===== src/rtl/muldiv_unit_pkg.sv =====
// Shared decode codes, FSM state encoding and op-class helpers for the
// multiply/divide unit. The ALU_OP_* values mirror the control block's
// op encoding so the decode stage can forward its alu_op field unchanged.
package muldiv_unit_pkg;

  localparam logic [5:0] ALU_OP_MUL  = 6'h18;
  localparam logic [5:0] ALU_OP_MUH  = 6'h19;
  localparam logic [5:0] ALU_OP_MULU = 6'h1A;
  localparam logic [5:0] ALU_OP_MUHU = 6'h1B;
  localparam logic [5:0] ALU_OP_DIV  = 6'h1C;
  localparam logic [5:0] ALU_OP_MOD  = 6'h1D;
  localparam logic [5:0] ALU_OP_DIVU = 6'h1E;
  localparam logic [5:0] ALU_OP_MODU = 6'h1F;
  localparam logic [5:0] ALU_OP_ADD  = 6'h20;

  typedef enum logic [1:0] {
    MD_ST_IDLE = 2'd0,
    MD_ST_CALC = 2'd1,
    MD_ST_DONE = 2'd2
  } md_state_e;

  function automatic logic is_md_op(input logic [5:0] op);
    return op inside {ALU_OP_MUL, ALU_OP_MUH, ALU_OP_MULU, ALU_OP_MUHU,
                      ALU_OP_DIV, ALU_OP_MOD, ALU_OP_DIVU, ALU_OP_MODU};
  endfunction

  function automatic logic op_is_signed(input logic [5:0] op);
    return op inside {ALU_OP_MUL, ALU_OP_MUH, ALU_OP_DIV, ALU_OP_MOD};
  endfunction

  function automatic logic op_is_div(input logic [5:0] op);
    return op inside {ALU_OP_DIV, ALU_OP_MOD, ALU_OP_DIVU, ALU_OP_MODU};
  endfunction

endpackage


===== src/rtl/md_div_step.sv =====
// One restoring-divide step: shift a dividend bit into the partial remainder
// and trial-subtract the divisor. Purely combinational, zero latency, no flow control.
// Ports: rem_in/dividend_bit/divisor in; rem_out/q_bit out.
module md_div_step #(
  parameter int WIDTH = 32
) (
  input  logic [WIDTH-1:0] rem_in,
  input  logic             dividend_bit,
  input  logic [WIDTH-1:0] divisor,
  output logic [WIDTH-1:0] rem_out,
  output logic             q_bit
);

  logic [WIDTH:0]   trial;
  logic [WIDTH-1:0] diff;

  always_comb begin
    trial = {rem_in, dividend_bit};
    q_bit = (trial >= {1'b0, divisor});
    // When the subtraction succeeds the true difference always fits in WIDTH
    // bits (or the divisor is zero and it equals the trial value), so the
    // modular low-word subtract is exact.
    diff    = trial[WIDTH-1:0] - divisor;
    rem_out = q_bit ? diff : trial[WIDTH-1:0];
  end

endmodule


===== src/rtl/muldiv_unit.sv =====
// Iterative multiply/divide unit (MUL/MUH/MULU/MUHU/DIV/MOD/DIVU/MODU).
// Latency: done pulses WIDTH+1 edges after the accepting edge; busy covers CALC and DONE.
// Backpressure: start is only sampled in IDLE; cancel aborts without a done pulse.
// Ports: clk, rst_n (sync, active-low), start, cancel, alu_op, src_a, src_b in;
//        busy, done, result (held until the next completed op) out.
module muldiv_unit
  import muldiv_unit_pkg::*;
#(
  parameter int WIDTH = 32
) (
  input  logic             clk,
  input  logic             rst_n,
  input  logic             start,
  input  logic             cancel,
  input  logic [5:0]       alu_op,
  input  logic [WIDTH-1:0] src_a,
  input  logic [WIDTH-1:0] src_b,
  output logic             busy,
  output logic             done,
  output logic [WIDTH-1:0] result
);

  // Counter runs 0..WIDTH-1 for iterations, WIDTH is the result-load cycle.
  localparam int CW = $clog2(WIDTH + 1);

  md_state_e        state_q, state_d;
  logic [5:0]       op_q;
  logic             sign_a_q, sign_b_q;
  logic [WIDTH-1:0] mag_a_q, mag_b_q;
  // sh_q: multiplier shifted out LSB-first, or dividend shifted out MSB-first
  // while the quotient shifts in behind it.
  logic [WIDTH-1:0]   sh_q;
  // acc_q: {hi, lo} product for multiply; low word is the remainder for divide.
  logic [2*WIDTH-1:0] acc_q;
  logic [CW-1:0]      cnt_q;
  logic [WIDTH-1:0]   result_q;

  logic             accept, last;
  logic             in_signed, neg_a, neg_b;
  logic [WIDTH-1:0] abs_a, abs_b;
  logic [WIDTH:0]   mul_sum;
  logic [WIDTH-1:0] rem_nxt;
  logic             q_bit;
  logic [2*WIDTH-1:0] prod;
  logic [WIDTH-1:0] fin_res, raw_a;

  md_div_step #(.WIDTH(WIDTH)) u_div_step (
    .rem_in       (acc_q[WIDTH-1:0]),
    .dividend_bit (sh_q[WIDTH-1]),
    .divisor      (mag_b_q),
    .rem_out      (rem_nxt),
    .q_bit        (q_bit)
  );

  always_comb begin
    accept    = (state_q == MD_ST_IDLE) && start && !cancel && is_md_op(alu_op);
    last      = (cnt_q == CW'(WIDTH));
    in_signed = op_is_signed(alu_op);
    neg_a     = in_signed && src_a[WIDTH-1];
    neg_b     = in_signed && src_b[WIDTH-1];
    abs_a     = neg_a ? -src_a : src_a;
    abs_b     = neg_b ? -src_b : src_b;
    mul_sum   = {1'b0, acc_q[2*WIDTH-1:WIDTH]} + (sh_q[0] ? {1'b0, mag_a_q} : '0);
  end

  // Final result from the completed magnitudes.
  always_comb begin
    fin_res = '0;
    prod    = (sign_a_q ^ sign_b_q) ? -acc_q : acc_q;
    raw_a   = sign_a_q ? -mag_a_q : mag_a_q;
    case (op_q)
      ALU_OP_MUL, ALU_OP_MULU: fin_res = prod[WIDTH-1:0];
      ALU_OP_MUH, ALU_OP_MUHU: fin_res = prod[2*WIDTH-1:WIDTH];
      ALU_OP_DIV, ALU_OP_DIVU:
        fin_res = (mag_b_q == '0) ? '1 :
                  ((sign_a_q ^ sign_b_q) ? -sh_q : sh_q);
      ALU_OP_MOD, ALU_OP_MODU:
        fin_res = (mag_b_q == '0) ? raw_a :
                  (sign_a_q ? -acc_q[WIDTH-1:0] : acc_q[WIDTH-1:0]);
      default: fin_res = '0;
    endcase
  end

  always_comb begin
    state_d = state_q;
    busy    = 1'b0;
    done    = 1'b0;
    case (state_q)
      MD_ST_IDLE: if (accept) state_d = MD_ST_CALC;
      MD_ST_CALC: begin
        busy = 1'b1;
        if (cancel)    state_d = MD_ST_IDLE;
        else if (last) state_d = MD_ST_DONE;
      end
      MD_ST_DONE: begin
        busy    = 1'b1;
        done    = !cancel;
        state_d = MD_ST_IDLE;
      end
      default: state_d = MD_ST_IDLE;
    endcase
  end

  always_ff @(posedge clk) begin
    if (!rst_n) begin
      state_q  <= MD_ST_IDLE;
      op_q     <= '0;
      sign_a_q <= 1'b0;
      sign_b_q <= 1'b0;
      mag_a_q  <= '0;
      mag_b_q  <= '0;
      sh_q     <= '0;
      acc_q    <= '0;
      cnt_q    <= '0;
      result_q <= '0;
    end else begin
      state_q <= state_d;
      if (accept) begin
        op_q     <= alu_op;
        sign_a_q <= neg_a;
        sign_b_q <= neg_b;
        mag_a_q  <= abs_a;
        mag_b_q  <= abs_b;
        sh_q     <= op_is_div(alu_op) ? abs_a : abs_b;
        acc_q    <= '0;
        cnt_q    <= '0;
      end else if (state_q == MD_ST_CALC && !cancel) begin
        if (!last) begin
          cnt_q <= cnt_q + CW'(1);
          if (op_is_div(op_q)) begin
            acc_q <= {acc_q[2*WIDTH-1:WIDTH], rem_nxt};
            sh_q  <= {sh_q[WIDTH-2:0], q_bit};
          end else begin
            acc_q <= {mul_sum, acc_q[WIDTH-1:1]};
            sh_q  <= sh_q >> 1;
          end
        end else begin
          result_q <= fin_res;
        end
      end
    end
  end

  assign result = result_q;

endmodule

===== config.mk =====
export PLATFORM = sky130hd
export DESIGN_NAME = muldiv_unit
export DESIGN_NICKNAME = d
export VERILOG_FILES = /design/src/rtl/muldiv_unit_pkg.sv /design/src/rtl/md_div_step.sv /design/src/rtl/muldiv_unit.sv
export SDC_FILE = /design/constraint.sdc
export NUM_CORES = 1
export LEC_CHECK = 0
export CORE_MARGIN = 3
export CORE_UTILIZATION = 45
export CTS_CLUSTER_SIZE = 40
export DETAILED_ROUTE_END_ITERATION = 10
export PLACE_DENSITY_LB_ADDON = 0.15
export SLEW_MARGIN = 20
export SYNTH_ARGS = -nofsm -noshare
export SYNTH_HDL_FRONTEND = slang
export SYNTH_SLANG_ARGS = --single-unit

===== constraint.sdc =====
create_clock -name clk -period 6.6 [get_ports clk]
set_input_delay 0.99 -clock clk [delete_from_list [all_inputs] [get_ports clk]]
set_output_delay 0.99 -clock clk [all_outputs]
set_load 0.02 [all_outputs]

==> impl_metrics.tcl <==
set metrics [dict create \
    worst_slack_ps 1920 \
    min_delay_path_depth 2 \
    postCtsSetupBuffers 0 \
    fmaxAchievable_ghz 0.214 \
    dieArea_mm2 0.0434 \
    synthCells 2528 \
    power.density_mw_per_mm2 206 \
    rsz0062_at_grt "no" \
    cts_tree "yes" \
    synth_edf_count 0 \
    cts-buffers-inserted 26 \
    cpMostUsedCell "a21oi_1" \
    hold_path_class "register to register" \
    worst_ir_drop_vdd_mv 0.149 \
    r2r-start "sh_q[0]$_SDFFE_PN0P_" \
    routedWlPerCell_um 23.5 \
    worstPathMaxFanout 33 \
    clk_pin_slew_ps 60 \
    cts_htree_levels 1 \
    dp_slack_ps 2060 \
    syn-cell-area_mm2 0.0184 \
    cp-start-kind "register" \
    die_w_um 208 \
    fin_nets 2662 \
    cpMaxStageDelayCell "a2111oi_0" \
    crit_type "register to register" \
    portBuffers 107 \
    ctsResizeCount 0 \
    grt_max_degree 170 \
    layout_common_cells "nand2_1, a21oi_1, dfxtp_1" \
    antenna_found_initial 1 \
    setup-tns-final_ps 0 \
    ys_types 88 \
    synth_seq_area_share 0.225 \
    skew_ps 28.1 \
    vias 19800 \
    crit_arrival_ps 5100 \
    layout-drive-gt1-share 0.0541 \
    grt_pass1_vias 17800 \
    die_h_um 208 \
    cts_sinks 207 \
    min_to "result[16]$_SDFFE_PN0P_" \
    ys_async_sr_fraction 0 \
    maxCapViolations 0 \
    syn_avg_cell_area_um2 7.28 \
    crit_chain "buf_4 -> inv_1 -> nor2_1 -> ha_1 -> fa_1 -> a21oi_1 -> o21ai_0 -> a2111oi_0 -> nor4_1 -> nor3_1 -> o211ai_1 -> a31oi_1 -> o221a_2 -> a21oi_1" \
    dp.final_hpwl_mm 53.3 \
    via_per_inst 6.47 \
    yosys_warnings 0 \
    drv_slew 0 \
    ys.flop_type "dfxtp_1" \
    status "complete, no violations" \
    clock_path_buffers 3 \
    hold_viol 0 \
    core_area_mm2 0.0401 \
    drc 0 \
    regToRegSetupSlack_ps 1920 \
    clk_latency_ps 580 \
    area_growth_pct 12.5 \
    slew_headroom 0.297 \
    ios 108 \
    grtUsageTotal 0.312 \
    p_leak_nw 8.42 \
    slowest_delay_ps 950 \
    finalSetupViolCount 0 \
    reg2reg_to "acc_q[63]$_SDFFE_PP0P_" \
    synthesis.nets 2679 \
    antenna_cells 0 \
    finalCritPeriodShare 0.709 \
    start_util 0.459 \
    min_period_ps 4680 \
    cts_root_buf "clkbuf_16" \
    end_kind "register" \
    r2r_cells 14 \
    fp-row-count 73 \
    grt.overflow.total 0 \
    cp_data_required_time_ps 7020 \
    postCtsHoldBufs 0 \
    final_antenna_net_count 0 \
    drtIter0Drc 2157 \
    ys_seq_elements 207 \
    worst_pin_slew_ps 1050 \
    wl_mm 71.9 \
    layout_commonest_cell "nand2_1" \
    gp_congestion 0.970 \
    grt_pass1_wl_mm 108 \
    firstDrtPassIters 6 \
    worstHoldStart "result[16]$_SDFFE_PN0P_" \
]
synth_stat cells, drive strengths merged (16+ instances only):
library cell,number,area share
mux2i,30,0.016
nand2,368,0.075
nand4,23,0.0082
nor4,33,0.014
a31oi,30,0.010
a221oi,16,0.0080
a21oi,220,0.060
or4,23,0.010
o211a,63,0.034
o21ai,186,0.051
xnor2,113,0.054
nor3,60,0.018
and3,21,0.0071
o41ai,17,0.0089
clkbuf,160,0.033
a311oi,25,0.012
o22ai,18,0.0061
xor2,103,0.049
nand2b,16,0.0054
and2,50,0.017
nor2b,30,0.010
buf,23,0.0062
o21a,16,0.0065
a211oi,23,0.0094
inv,68,0.014
nand3,53,0.014
o211ai,30,0.012
or3,45,0.016
nor2,169,0.034
ha,75,0.051
dfxtp,207,0.23
o31ai,38,0.015
a21o,21,0.0086
registers in the layout (all words and copies together) (netlist names):
register and count:
acc_q 64, mag_a_q 32, mag_b_q 32, result 32, sh_q 32, cnt_q 6
op_q 5, state_q 2, sign_a_q 1, sign_b_q 1
worst max-delay path by stage:
stage,startpoint,end,slack [ps],cells past startpoint
6_report,sh_q[0]$_SDFFE_PN0P_,acc_q[63]$_SDFFE_PP0P_,1920,14
5_1_grt,sh_q[0]$_SDFFE_PN0P_,acc_q[59]$_SDFFE_PP0P_,1610,14
4_1_cts,sh_q[0]$_SDFFE_PN0P_,acc_q[63]$_SDFFE_PP0P_,2050,14
3_5_place_dp,sh_q[0]$_SDFFE_PN0P_,acc_q[63]$_SDFFE_PP0P_,2060,14
3_3_place_gp,sh_q[0]$_SDFFE_PN0P_,acc_q[59]$_SDFFE_PP0P_,2100,14
2_1_floorplan,src_b[8],sh_q[21]$_SDFFE_PN0P_,3260,8
worst max-delay path: cells and delay by family (launching register included):
family,cells,cell delay [ps]
AOI/OAI and AO/OA,7,2310
adders and majority gates,2,640
buffers and inverters,2,400
DFF,1,300
and+or+nand+nor,3,890
metrics by stage:
step / cells / hold WS, ps / utilization / instance area (µm²) / power [mW]
after CTS: 3056 / 460 / 0.516 / 20700 / 4.23
after global routing: 3056 / 478 / 0.516 / 20700 / 4.42
after detailed placement: 3008 / 448 / 0.492 / 19700 / 2.65
after floorplan: 2528 / 449 / - / 18400 / 2.22
final: 3056 / 455 / 0.516 / 20700 / 4.26
after global placement: 3008 / 440 / 0.492 / 19700 / 2.63
area by class of cell:
type	count	area (µm²)
Clock buffer	37	772
Clock inverter	11	189
Fill cell	3990	19400
Inverter	68	255
Multi-Input combinational cell	2070	13400
Sequential cell	207	4150
Tap cell	525	657
Timing Repair Buffer	138	1310
layer usage:
| layer | global-route usage | vias to the layer above | part of all wire |
|---|---|---|---|
| li1 | - | 9214 | - |
| met1 | 0.446 | 9379 | 0.44 |
| met2 | 0.471 | 1027 | 0.43 |
| met3 | 0.0546 | 140 | 0.094 |
| met4 | 0.114 | 0 | 0.040 |
| met5 | 0 | - | 0 |
cells by family after synthesis:
| kind of cell | Yosys count | synth area share |
|---|---|---|
| AOI/OAI and AO/OA | 803 | 0.289 |
| DFF | 207 | 0.225 |
| muxes | 49 | 0.0334 |
| xor gates and xnor gates | 216 | 0.103 |
| buffers and inverters | 251 | 0.0527 |
| and+or+nand+nor | 925 | 0.244 |
| adders and majority gates | 77 | 0.0532 |
power by group:
group | internal, mW | leakage [nW] | switching (mW) | total (mW)
Sequential | 1.28 | 1.67 | 0.0732 | 1.36
Clock | 0.974 | 0.466 | 0.621 | 1.59
Combinational | 0.436 | 6.28 | 0.869 | 1.31
Total | 2.69 | 8.42 | 1.56 | 4.26
(Power assumes the default switching activity.)
